===== src/rtl/coin_change_engine_pkg.sv =====
// Shared constants and enums for the coin change engine.
package coin_pkg;
  localparam int NICKEL_C  = 5;
  localparam int DIME_C    = 10;
  localparam int QUARTER_C = 25;
  localparam int DOLLAR_C  = 100;

  typedef enum logic {IDLE, DISPENSE} state_t;

  typedef enum logic [1:0] {
    COIN_NONE,
    COIN_NICKEL,
    COIN_DIME,
    COIN_QUARTER
  } coin_t;
endpackage


===== src/rtl/coin_change_engine_if.sv =====
// Acceptor/vend/dispense signal bundle of the coin change engine.
interface coin_change_engine_if #(
  parameter int CREDIT_W = 8,
  parameter int N_W      = 4,
  parameter int D_W      = 3,
  parameter int Q_W      = 2
);
  logic                i_nickel;
  logic                i_dime;
  logic                i_quarter;
  logic                i_dollar;
  logic                i_vend;
  logic                i_refund;
  logic [CREDIT_W-1:0] o_credit;
  logic [N_W-1:0]      o_n_cnt;
  logic [D_W-1:0]      o_d_cnt;
  logic [Q_W-1:0]      o_q_cnt;
  logic                o_busy;
  logic                o_nickel_out;
  logic                o_dime_out;
  logic                o_quarter_out;
  logic                o_vend_ok;
  logic                o_vend_denied;
  logic                o_coin_reject;
  logic                o_change_short;

  modport master (
    output i_nickel, i_dime, i_quarter, i_dollar, i_vend, i_refund,
    input  o_credit, o_n_cnt, o_d_cnt, o_q_cnt, o_busy,
           o_nickel_out, o_dime_out, o_quarter_out,
           o_vend_ok, o_vend_denied, o_coin_reject, o_change_short
  );

  modport slave (
    input  i_nickel, i_dime, i_quarter, i_dollar, i_vend, i_refund,
    output o_credit, o_n_cnt, o_d_cnt, o_q_cnt, o_busy,
           o_nickel_out, o_dime_out, o_quarter_out,
           o_vend_ok, o_vend_denied, o_coin_reject, o_change_short
  );
endinterface


===== src/rtl/coin_change_engine_tube.sv =====
// One coin tube: saturating up/down count with full/empty flags.
module coin_tube #(
  parameter  int CAP = 10,
  localparam int W   = $clog2(CAP + 1)
) (
  input  logic         i_clk,
  input  logic         i_rst,
  input  logic         i_inc,
  input  logic         i_dec,
  output logic [W-1:0] o_count,
  output logic         o_full,
  output logic         o_empty
);
  logic [W-1:0] r_count;

  assign o_count = r_count;
  assign o_full  = (r_count == W'(CAP));
  assign o_empty = (r_count == '0);

  // Count update; guards keep the tube from wrapping in either direction.
  always_ff @(posedge i_clk or posedge i_rst) begin
    if (i_rst)
      r_count <= '0;
    else if (i_inc && !i_dec && !o_full)
      r_count <= r_count + 1'b1;
    else if (i_dec && !i_inc && !o_empty)
      r_count <= r_count - 1'b1;
  end
endmodule


===== src/rtl/coin_change_engine.sv =====
// Coin change engine: credit register, insert acceptance, vend/refund FSM
// and greedy one-coin-per-cycle payout.
//   state    | meaning
//   IDLE     | accepting coins, vend and refund requests
//   DISPENSE | paying out credit greedily, one coin per clock
module coin_change_engine
  import coin_pkg::*;
#(
  parameter int PRICE    = 50,
  parameter int N_CAP    = 10,
  parameter int D_CAP    = 5,
  parameter int Q_CAP    = 3,
  parameter int CREDIT_W = 8
) (
  input  logic              i_clock,
  input  logic              i_reset,
  coin_change_engine_if.slave bus
);
  localparam int CREDIT_MAX = 2**CREDIT_W - 1;
  // Headroom for credit plus every coin inserted in one cycle (at most 140).
  localparam int SUM_W = CREDIT_W + 8;
  localparam int N_W = $clog2(N_CAP + 1);
  localparam int D_W = $clog2(D_CAP + 1);
  localparam int Q_W = $clog2(Q_CAP + 1);

  state_t              r_state;
  logic [CREDIT_W-1:0] r_credit;
  logic                r_busy, r_n_out, r_d_out, r_q_out;
  logic                r_vend_ok, r_vend_denied, r_coin_reject, r_change_short;

  logic            w_n_full, w_d_full, w_q_full;
  logic            w_n_empty, w_d_empty, w_q_empty;
  logic [N_W-1:0]  w_n_cnt;
  logic [D_W-1:0]  w_d_cnt;
  logic [Q_W-1:0]  w_q_cnt;
  logic [SUM_W-1:0] w_sum, w_credit_ext;
  logic            w_acc_n, w_acc_d, w_acc_q, w_acc_dl;
  logic            w_any_ins, w_any_rej;
  coin_t           w_pick;

  assign w_credit_ext = SUM_W'(r_credit);
  assign w_any_ins = bus.i_nickel | bus.i_dime | bus.i_quarter | bus.i_dollar;

  coin_tube #(.CAP(N_CAP)) u_n_tube (
    .i_clk(i_clock), .i_rst(i_reset),
    .i_inc(w_acc_n), .i_dec(r_state == DISPENSE && w_pick == COIN_NICKEL),
    .o_count(w_n_cnt), .o_full(w_n_full), .o_empty(w_n_empty));

  coin_tube #(.CAP(D_CAP)) u_d_tube (
    .i_clk(i_clock), .i_rst(i_reset),
    .i_inc(w_acc_d), .i_dec(r_state == DISPENSE && w_pick == COIN_DIME),
    .o_count(w_d_cnt), .o_full(w_d_full), .o_empty(w_d_empty));

  coin_tube #(.CAP(Q_CAP)) u_q_tube (
    .i_clk(i_clock), .i_rst(i_reset),
    .i_inc(w_acc_q), .i_dec(r_state == DISPENSE && w_pick == COIN_QUARTER),
    .o_count(w_q_cnt), .o_full(w_q_full), .o_empty(w_q_empty));

  // Acceptance: running sum in order dollar, quarter, dime, nickel; only in IDLE.
  always_comb begin
    w_sum    = w_credit_ext;
    w_acc_dl = 1'b0;
    w_acc_q  = 1'b0;
    w_acc_d  = 1'b0;
    w_acc_n  = 1'b0;
    if (r_state == IDLE) begin
      if (bus.i_dollar && (w_sum + SUM_W'(DOLLAR_C) <= SUM_W'(CREDIT_MAX))) begin
        w_acc_dl = 1'b1;
        w_sum    = w_sum + SUM_W'(DOLLAR_C);
      end
      if (bus.i_quarter && !w_q_full && (w_sum + SUM_W'(QUARTER_C) <= SUM_W'(CREDIT_MAX))) begin
        w_acc_q = 1'b1;
        w_sum   = w_sum + SUM_W'(QUARTER_C);
      end
      if (bus.i_dime && !w_d_full && (w_sum + SUM_W'(DIME_C) <= SUM_W'(CREDIT_MAX))) begin
        w_acc_d = 1'b1;
        w_sum   = w_sum + SUM_W'(DIME_C);
      end
      if (bus.i_nickel && !w_n_full && (w_sum + SUM_W'(NICKEL_C) <= SUM_W'(CREDIT_MAX))) begin
        w_acc_n = 1'b1;
        w_sum   = w_sum + SUM_W'(NICKEL_C);
      end
    end
    w_any_rej = (bus.i_dollar & ~w_acc_dl) | (bus.i_quarter & ~w_acc_q) |
                (bus.i_dime & ~w_acc_d) | (bus.i_nickel & ~w_acc_n);
  end

  // Greedy payout selection from the remaining credit and stocked tubes.
  always_comb begin
    w_pick = COIN_NONE;
    if (w_credit_ext >= SUM_W'(QUARTER_C) && !w_q_empty)
      w_pick = COIN_QUARTER;
    else if (w_credit_ext >= SUM_W'(DIME_C) && !w_d_empty)
      w_pick = COIN_DIME;
    else if (w_credit_ext >= SUM_W'(NICKEL_C) && !w_n_empty)
      w_pick = COIN_NICKEL;
  end

  // Control FSM with credit register and registered pulse outputs.
  always_ff @(posedge i_clock or posedge i_reset) begin
    if (i_reset) begin
      r_state        <= IDLE;
      r_credit       <= '0;
      r_busy         <= 1'b0;
      r_n_out        <= 1'b0;
      r_d_out        <= 1'b0;
      r_q_out        <= 1'b0;
      r_vend_ok      <= 1'b0;
      r_vend_denied  <= 1'b0;
      r_coin_reject  <= 1'b0;
      r_change_short <= 1'b0;
    end else begin
      r_n_out        <= 1'b0;
      r_d_out        <= 1'b0;
      r_q_out        <= 1'b0;
      r_vend_ok      <= 1'b0;
      r_vend_denied  <= 1'b0;
      r_coin_reject  <= 1'b0;
      r_change_short <= 1'b0;
      case (r_state)
        IDLE: begin
          if (w_any_ins) begin
            r_credit      <= CREDIT_W'(w_sum);
            r_coin_reject <= w_any_rej;
          end else if (bus.i_refund) begin
            r_state <= DISPENSE;
            r_busy  <= 1'b1;
          end else if (bus.i_vend) begin
            if (w_credit_ext >= SUM_W'(PRICE)) begin
              r_credit  <= r_credit - CREDIT_W'(PRICE);
              r_vend_ok <= 1'b1;
              r_state   <= DISPENSE;
              r_busy    <= 1'b1;
            end else begin
              r_vend_denied <= 1'b1;
            end
          end
        end
        DISPENSE: begin
          // Vend/refund are dropped here; inserts are bounced.
          r_coin_reject <= w_any_ins;
          case (w_pick)
            COIN_QUARTER: begin
              r_credit <= r_credit - CREDIT_W'(QUARTER_C);
              r_q_out  <= 1'b1;
            end
            COIN_DIME: begin
              r_credit <= r_credit - CREDIT_W'(DIME_C);
              r_d_out  <= 1'b1;
            end
            COIN_NICKEL: begin
              r_credit <= r_credit - CREDIT_W'(NICKEL_C);
              r_n_out  <= 1'b1;
            end
            default: begin
              r_state        <= IDLE;
              r_busy         <= 1'b0;
              r_change_short <= (r_credit != '0);
            end
          endcase
        end
        default: r_state <= IDLE;
      endcase
    end
  end

  assign bus.o_credit       = r_credit;
  assign bus.o_n_cnt        = w_n_cnt;
  assign bus.o_d_cnt        = w_d_cnt;
  assign bus.o_q_cnt        = w_q_cnt;
  assign bus.o_busy         = r_busy;
  assign bus.o_nickel_out   = r_n_out;
  assign bus.o_dime_out     = r_d_out;
  assign bus.o_quarter_out  = r_q_out;
  assign bus.o_vend_ok      = r_vend_ok;
  assign bus.o_vend_denied  = r_vend_denied;
  assign bus.o_coin_reject  = r_coin_reject;
  assign bus.o_change_short = r_change_short;
endmodule

===== src/flat_wrapper.sv =====
// flat-port wrapper written by rule: the top's interface ports become plain ports
module coin_change_engine_flat import coin_pkg::*;
#(
  parameter int PRICE    = 50,
  parameter int N_CAP    = 10,
  parameter int D_CAP    = 5,
  parameter int Q_CAP    = 3,
  parameter int CREDIT_W = 8
)
  (i_clock, i_reset, bus_i_nickel, bus_i_dime, bus_i_quarter, bus_i_dollar, bus_i_vend, bus_i_refund, bus_o_credit, bus_o_n_cnt, bus_o_d_cnt, bus_o_q_cnt, bus_o_busy, bus_o_nickel_out, bus_o_dime_out, bus_o_quarter_out, bus_o_vend_ok, bus_o_vend_denied, bus_o_coin_reject, bus_o_change_short);
  coin_change_engine_if #(.CREDIT_W(CREDIT_W)) bus_i ();
  input  logic i_clock;
  input  logic i_reset;
  input wire logic [$bits(bus_i.i_nickel)-1:0] bus_i_nickel;
  input wire logic [$bits(bus_i.i_dime)-1:0] bus_i_dime;
  input wire logic [$bits(bus_i.i_quarter)-1:0] bus_i_quarter;
  input wire logic [$bits(bus_i.i_dollar)-1:0] bus_i_dollar;
  input wire logic [$bits(bus_i.i_vend)-1:0] bus_i_vend;
  input wire logic [$bits(bus_i.i_refund)-1:0] bus_i_refund;
  output wire logic [$bits(bus_i.o_credit)-1:0] bus_o_credit;
  output wire logic [$bits(bus_i.o_n_cnt)-1:0] bus_o_n_cnt;
  output wire logic [$bits(bus_i.o_d_cnt)-1:0] bus_o_d_cnt;
  output wire logic [$bits(bus_i.o_q_cnt)-1:0] bus_o_q_cnt;
  output wire logic [$bits(bus_i.o_busy)-1:0] bus_o_busy;
  output wire logic [$bits(bus_i.o_nickel_out)-1:0] bus_o_nickel_out;
  output wire logic [$bits(bus_i.o_dime_out)-1:0] bus_o_dime_out;
  output wire logic [$bits(bus_i.o_quarter_out)-1:0] bus_o_quarter_out;
  output wire logic [$bits(bus_i.o_vend_ok)-1:0] bus_o_vend_ok;
  output wire logic [$bits(bus_i.o_vend_denied)-1:0] bus_o_vend_denied;
  output wire logic [$bits(bus_i.o_coin_reject)-1:0] bus_o_coin_reject;
  output wire logic [$bits(bus_i.o_change_short)-1:0] bus_o_change_short;
  assign bus_i.i_nickel = bus_i_nickel;
  assign bus_i.i_dime = bus_i_dime;
  assign bus_i.i_quarter = bus_i_quarter;
  assign bus_i.i_dollar = bus_i_dollar;
  assign bus_i.i_vend = bus_i_vend;
  assign bus_i.i_refund = bus_i_refund;
  assign bus_o_credit = bus_i.o_credit;
  assign bus_o_n_cnt = bus_i.o_n_cnt;
  assign bus_o_d_cnt = bus_i.o_d_cnt;
  assign bus_o_q_cnt = bus_i.o_q_cnt;
  assign bus_o_busy = bus_i.o_busy;
  assign bus_o_nickel_out = bus_i.o_nickel_out;
  assign bus_o_dime_out = bus_i.o_dime_out;
  assign bus_o_quarter_out = bus_i.o_quarter_out;
  assign bus_o_vend_ok = bus_i.o_vend_ok;
  assign bus_o_vend_denied = bus_i.o_vend_denied;
  assign bus_o_coin_reject = bus_i.o_coin_reject;
  assign bus_o_change_short = bus_i.o_change_short;
  coin_change_engine #(.PRICE(PRICE), .N_CAP(N_CAP), .D_CAP(D_CAP), .Q_CAP(Q_CAP), .CREDIT_W(CREDIT_W)) u_core (.i_clock(i_clock), .i_reset(i_reset), .bus(bus_i));
endmodule

===== config.mk =====
export PLATFORM = sky130hd
export DESIGN_NAME = coin_change_engine_flat
export DESIGN_NICKNAME = d
export VERILOG_FILES = /design/src/rtl/coin_change_engine_pkg.sv /design/src/rtl/coin_change_engine_if.sv /design/src/rtl/coin_change_engine_tube.sv /design/src/rtl/coin_change_engine.sv /design/src/flat_wrapper.sv
export SDC_FILE = /design/constraint.sdc
export NUM_CORES = 1
export LEC_CHECK = 0
export ABC_AREA = 1
export CORE_AREA = 2 2 85 87
export CTS_BUF_LIST = sky130_fd_sc_hd__clkbuf_8
export DETAILED_ROUTE_END_ITERATION = 8
export DIE_AREA = 0 0 87 89
export GPL_ROUTABILITY_DRIVEN = 1
export HOLD_SLACK_MARGIN = 0.08
export PLACE_DENSITY = 0.66
export REMOVE_ABC_BUFFERS = 1
export SYNTH_ARGS = -nofsm -noshare
export SYNTH_HDL_FRONTEND = slang
export SYNTH_SLANG_ARGS = --single-unit

===== constraint.sdc =====
create_clock -name i_clock -period 5.1 [get_ports i_clock]
set_clock_uncertainty 0.05 [all_clocks]
set_input_delay 1.275 -clock i_clock [delete_from_list [all_inputs] [get_ports i_clock]]
set_output_delay 1.275 -clock i_clock [all_outputs]
set_load 0.03 [all_outputs]

Word level (Yosys, flattened, before mapping) --
Cells that the tools add are included.
Operators by class: add/subtract/negate cells 14, $lt $le $gt $ge 8, eq/ne operators 14, multiplexer cells 60, bitwise gates (word level) 15, reduce and logical (&&, ||, !) cells 47
Operator list (count):
- $mux 16 | 6
- $le 16x8->1 const B | 4
- $mux 8 | 5
- $mux 1 | 36
- $logic_and 1x1->1 | 25
- $pmux 8 s3 | 1
- $add 16x3->16 const B | 1
- $add 16x4->16 const B | 1
- $add 16x5->16 const B | 1
- $pmux 8 s2 | 1
- $logic_not 1->1 | 12
- $add 8x7->9 const B | 1
- $ne 3x2->1 const B | 3
- $ge 8x3->1 const B | 1
- $ge 8x4->1 const B | 1
- $ge 8x5->1 const B | 1
- $ge 8x6->1 const B | 1
- $mux 2 | 4
- $mux 4 | 2
- $reduce_and 4->1 | 2
- $reduce_bool 8->1 | 1
- $sub 8x3->8 const B | 1
- $sub 8x4->8 const B | 1
- $sub 8x5->8 const B | 1
- 24 further kinds | 45
Word-level totals: flip-flop bits (word level) 26, bits of input ports 8, output and inout bits 25, word-level logic and storage cells 171

Depth between registers and ports, before layout --
word-level depth 25, depth in mapped cells 34, mapped depth without buffers 34

Cells and area by module --
Synthesis repeated with hierarchy kept, for this count alone.
Second synthesis, totals: cell total of the unflattened synthesis 530, area, all modules 3373.2 um^2
Modules (own cells, without submodules):
- coin_change_engine | instances 1, cells an instance 428, area each 2705.1 um^2, seq. area each 425.4 um^2
- coin_tube at u_core.u_n_tube | instances 1, cells an instance 47, area each 327.8 um^2, seq. area each 100.1 um^2
- coin_tube at u_core.u_d_tube | instances 1, cells an instance 32, area each 207.7 um^2, seq. area each 75.1 um^2
- coin_tube at u_core.u_q_tube | instances 1, cells an instance 23, area each 132.6 um^2, seq. area each 50.0 um^2

Worst setup path after synthesis --
Ideal clock, no wire load.
path kind input -> register, start input bus_i_dollar, end register u_core.u_n_tube.r_count[3] (netlist: u_core.u_n_tube.o_count[3]), setup time 0.119 ns, data arrival time 4.247 ns, required time 4.931 ns, path slack 0.685 ns, cell stages on the path 28, buffers on the path 1, path through buf_2 nand3_1 nand2_1 nand2_1 nand3_1 nand2_2 nand2_8 a21oi_2 nand2_2 nor2_4 nand2_4 nand2_2 nand2_1 nand2_1 inv_1 ha_1 inv_1 nand3_2 nand3_2 o21ai_4 nor2_2 inv_2 ha_1 a21oi_1 nand2_1 a21oi_2 xor2_1 inv_1
On the way: longest elaborated chain between the ends 22, elaborated cells between the ends (all ways) 25, classes of those cells 3 x add/sub; 3 x order compare; 9 x mux; 10 x reduce/logical
Ends and longest elaborated chain:
- start: declaration | line flat_wrapper.sv:17 | input wire logic [$bits(bus_i.i_dollar)-1:0] bus_i_dollar;
- $logic_and 1x1->1 * | line coin_change_engine.sv:67 | if (bus.i_dollar && (w_sum + SUM_W'(DOLLAR_C) <= SUM_W'(CREDIT_MAX))) begin
- $mux 16 * | line coin_change_engine.sv:67
- $mux 16 * | line coin_change_engine.sv:66 | if (r_state == IDLE) begin
- $add 16x5->16 | line coin_change_engine.sv:71, coin_change_engine.sv:73
- $le 16x8->1 | line coin_change_engine.sv:71 | if (bus.i_quarter && !w_q_full && (w_sum + SUM_W'(QUARTER_C) <= SUM_W'(CREDIT_MAX))) begin
- $logic_and 1x1->1 | line coin_change_engine.sv:71
- $mux 16 * | line coin_change_engine.sv:71
- $mux 16 * | line coin_change_engine.sv:66
- [... 5 more ...]
- $add 16x3->16 * | line coin_change_engine.sv:79 | if (bus.i_nickel && !w_n_full && (w_sum + SUM_W'(NICKEL_C) <= SUM_W'(CREDIT_MAX))) begin
- $le 16x8->1 * | line coin_change_engine.sv:79
- $logic_and 1x1->1 * | line coin_change_engine.sv:79
- $mux 1 * | line coin_change_engine.sv:79
- $mux 1 * | line coin_change_engine.sv:66
- $logic_not 1->1 | line coin_change_engine_tube.sv:26 | else if (i_dec && !i_inc && !o_empty)
- $logic_and 1x1->1 (2 in series) | line coin_change_engine_tube.sv:26
- $reduce_bool 2->1 (no source line)
- end signal: assignment | line coin_change_engine_tube.sv:25 | r_count <= r_count + 1'b1;
- end signal: assignment | line coin_change_engine_tube.sv:27 | r_count <= r_count - 1'b1;
- end: declaration | line coin_change_engine_tube.sv:14 | logic [W-1:0] r_count;
Mark *: on every way between the ends. The rest lies on a longest branch, timed or not. The select of a mux whose other input is x is not followed. A chain may end at the register's enable or synchronous reset.

Worst setup path in the final report --
start input bus_i_quarter, end register u_core.u_n_tube.r_count[3] (netlist: u_core.u_n_tube.o_count[3])
On the way: longest elaborated chain between the ends 18, elaborated cells between the ends (all ways) 21, classes of those cells 2 x add/sub; 2 x order compare; 7 x mux; 10 x reduce/logical
Ends and longest elaborated chain:
- start: declaration | line flat_wrapper.sv:16 | input wire logic [$bits(bus_i.i_quarter)-1:0] bus_i_quarter;
- $logic_and 1x1->1 * (2 in series) | line coin_change_engine.sv:71
- $mux 16 * | line coin_change_engine.sv:71
- $mux 16 * | line coin_change_engine.sv:66
- $add 16x4->16 | line coin_change_engine.sv:75, coin_change_engine.sv:77
- $le 16x8->1 | line coin_change_engine.sv:75 | if (bus.i_dime && !w_d_full && (w_sum + SUM_W'(DIME_C) <= SUM_W'(CREDIT_MAX))) begin
- $logic_and 1x1->1 | line coin_change_engine.sv:75
- $mux 16 * | line coin_change_engine.sv:75
- $mux 16 * | line coin_change_engine.sv:66
- $add 16x3->16 * | line coin_change_engine.sv:79
- $le 16x8->1 * | line coin_change_engine.sv:79
- $logic_and 1x1->1 * | line coin_change_engine.sv:79
- $mux 1 * | line coin_change_engine.sv:79
- $mux 1 * | line coin_change_engine.sv:66
- $logic_not 1->1 | line coin_change_engine_tube.sv:26
- $logic_and 1x1->1 (2 in series) | line coin_change_engine_tube.sv:26
- $reduce_bool 2->1 (no source line)
Marks and branches as above.

==> results.yml <==
status:
  status: "finished, final reports clean"
cells_and_area:
  drive_above_1_share: 0.128
  final_net_count: 573
  diodes: 0
  syn_to_final_growth_pct: 18.9
  stdcell_count: 620
  stdcell_area_sq_mm: 0.00383
min_path:
  min_path_cells: 2
  hold_path_class: "reg2reg"
  min-delay-start: "u_core.bus.o_busy"
  whs_endpoint: "u_core.bus.o_busy"
yosys:
  ys_ff_latch: 26
  synth_most_common_cell: "nand2_1"
  ys_top_cells_by_count: "nand2_1, inv_1, nand3_1, nor2_1, dfrtp_1"
  synth_top_area_cell: "dfrtp_1"
  synth_edf_count: 0
  synth_flop_cell: "dfrtp_1"
  synth.avg_cell_area_sq_um: 6.47
  synth_area_sq_mm: 0.00322
  yosysSeqAreaShare: 0.202
  synthArstFlopShare: 1.00
  synthTopCellsByArea: "dfrtp_1, nand2_1, ha_1, inv_1, nand3_1"
  syn_inst: 497
  synth_top_area_frac: 0.202
  yosys_warnings: 0
  synth_cell_types: 47
die:
  die_y_um: 89
  fp.dieW_um: 87
  initial_utilization: 0.479
  core_area_sq_mm: 0.00672
  dieArea_sq_mm: 0.00774
  row_count: 30
  pin_count: 33
detailed_routing:
  drt_iter0_markers: 296
  via_per_inst: 5.46
  drc_errors: 0
  antenna_left: 0
  drt-pass1-iter-count: 5
  vias: 3387
  wirelength_um: 9290
  wire_per_inst_um: 15.0
job:
  max_cap_violations: 0
worst_setup_path:
  r2r_slack_ns: 0.58
  crit_required_ns: 5.23
  critPathTopFamily: "simple AND/OR/NAND/NOR gates"
  crit_slowest_cell: "clkdlybuf4s50_1"
  path_buf_inv: 7
  arrival_ns: 4.78
  reg2reg_to: "u_core.u_n_tube.o_count[3]"
  cp-start-kind: "input pin"
  crit_type: "in2reg"
  crit_path_end_kind: "flip-flop"
  cp_max_fo: 6
  r2r-start: "u_core.bus.o_credit[2]"
  r2r_cells: 32
  path_depth: 28
  slowest_delay_ns: 0.55
clocking:
  root_buffer: "clkbuf_8"
  h-tree-depth: 1
  clock-sinks: 26
  clk_path_buf_depth: 2
  path_clk_slew_ns: 0.10
  holdBufCountCts: 0
  clock_latency_ns: 0.28
  numCtsBuffers: 3
  cts_tree: "yes"
global_route:
  grt-busiest-layer: "met2"
  gr-total-overflow: 0
  grt_pass1_wl_um: 15300
  grt_pass1_vias: 3214
  grt_antenna_before_repair: 0
  use_met2: 0.429
  grt_use_met1: 0.337
  gr-usage-met3: 0.0268
  grt.total_usage: 0.248
  grt_max_degree: 27
timing:
  rsz0062_at_grt: "false"
  fin_crit_sh: 0.911
  finalSetupViolCount: 0
  fin_crit_ns: 4.64
  hold_viol: 0
  hold_ws_ns: 0.441
  tightestPinTransition_ns: 1.05
  slew_headroom: 0.299
  drv_slew: 0
  max_freq_mhz: 215
place:
  dpl_cell_area_sq_mm: 0.00368
  dp_cells: 612
  hpwl_um: 7080
  place_congestion: 0.946
  io_buffer_count: 32
[cell usage in the layout, fill, tap and decap left out, types with 6 or more instances in the layout]
master,n
a21oi_1,22
clkdlybuf4s50_1,31
o21ai_1,7
a31oi_1,6
ha_1,21
nor2_1,38
nand2_1,132
o21ai_0,19
nand2_2,16
xor2_1,12
dfrtp_1,26
nand3_1,39
nand4_1,11
buf_4,13
inv_1,66
[worst max-delay path by stage]
stage                                 from                    endpoint  slack (ns)
floorplan           u_core.bus.o_credit[3]  u_core.u_n_tube.o_count[3]        0.79
global placement              bus_i_dollar  u_core.u_n_tube.o_count[3]        0.05
detailed placement            bus_i_dollar  u_core.u_n_tube.o_count[3]       -0.11
CTS                           bus_i_dollar  u_core.u_n_tube.o_count[3]        0.18
global route        u_core.bus.o_credit[2]  u_core.u_n_tube.o_count[3]        0.17
finish                       bus_i_quarter  u_core.u_n_tube.o_count[3]        0.46
[routing by layer]
layer,part of all wire,wire length [um],vias up
li1,-,-,1696
met1,0.47,4370,1578
met2,0.48,4460,105
met3,0.044,410,8
met4,0.0058,54,0
met5,0,0,-
[registers in the layout (all words and copies together), names as in the netlist]
register / count
u_core.bus.o_credit: 8
u_core.u_n_tube.o_count: 4
u_core.u_d_tube.o_count: 3
u_core.u_q_tube.o_count: 2
u_core.bus.o_busy: 1
u_core.bus.o_change_short: 1
u_core.bus.o_coin_reject: 1
u_core.bus.o_dime_out: 1
u_core.bus.o_nickel_out: 1
u_core.bus.o_quarter_out: 1
u_core.bus.o_vend_denied: 1
u_core.bus.o_vend_ok: 1
u_core.r_state: 1
[layout make-up]
| class | instances | area, sq um |
|---|---|---|
| timing repair buffer | 47 | 437 |
| fill | 649 | 2890 |
| tap | 80 | 100 |
| clock buffer | 3 | 41.3 |
| clock inverter | 1 | 30.0 |
| multi-input combinational | 387 | 2280 |
| sequential | 26 | 651 |
| inverter | 76 | 288 |
[worst register-to-register path, delay by kind of cell (launching register included)]
kind,cells,cell delay [ns]
xor+xnor,1,0.16
compound gates,2,0.21
buf+inv,4,0.26
fa+ha+maj,3,0.80
flops,1,0.58
simple gates,22,2.39
[kinds of logic (layout without fill, tap and decap cells)]
kind of cell | after synthesis | in the layout | share of synthesized area
xor+xnor | 17 | 17 | 0.0463
fa+ha+maj | 24 | 24 | 0.0980
simple gates | 269 | 270 | 0.407
compound gates | 76 | 76 | 0.142
flops | 26 | 26 | 0.202
buf+inv | 85 | 127 | 0.104
[per-stage QoR]
step / setup TNS, ns / utilization / setup WS, ns
floorplan: 0 / - / 0.787
global route: 0 / 0.569 / 0.172
global placement: 0 / 0.547 / 0.0517
CTS: 0 / 0.558 / 0.178
detailed placement: -0.109 / 0.547 / -0.109
finish: 0 / 0.569 / 0.456
[what timing repair did]
item                                    4_1_cts  5_1_grt
hold endpoints to repair                      0        0
endpoints found under the setup margin        0        1
setup buffers                                 0        2
resized for setup                             0       10
Power is not shown: default switching activity piles up to over one toggle a cycle in this logic, so the estimate is an artifact.
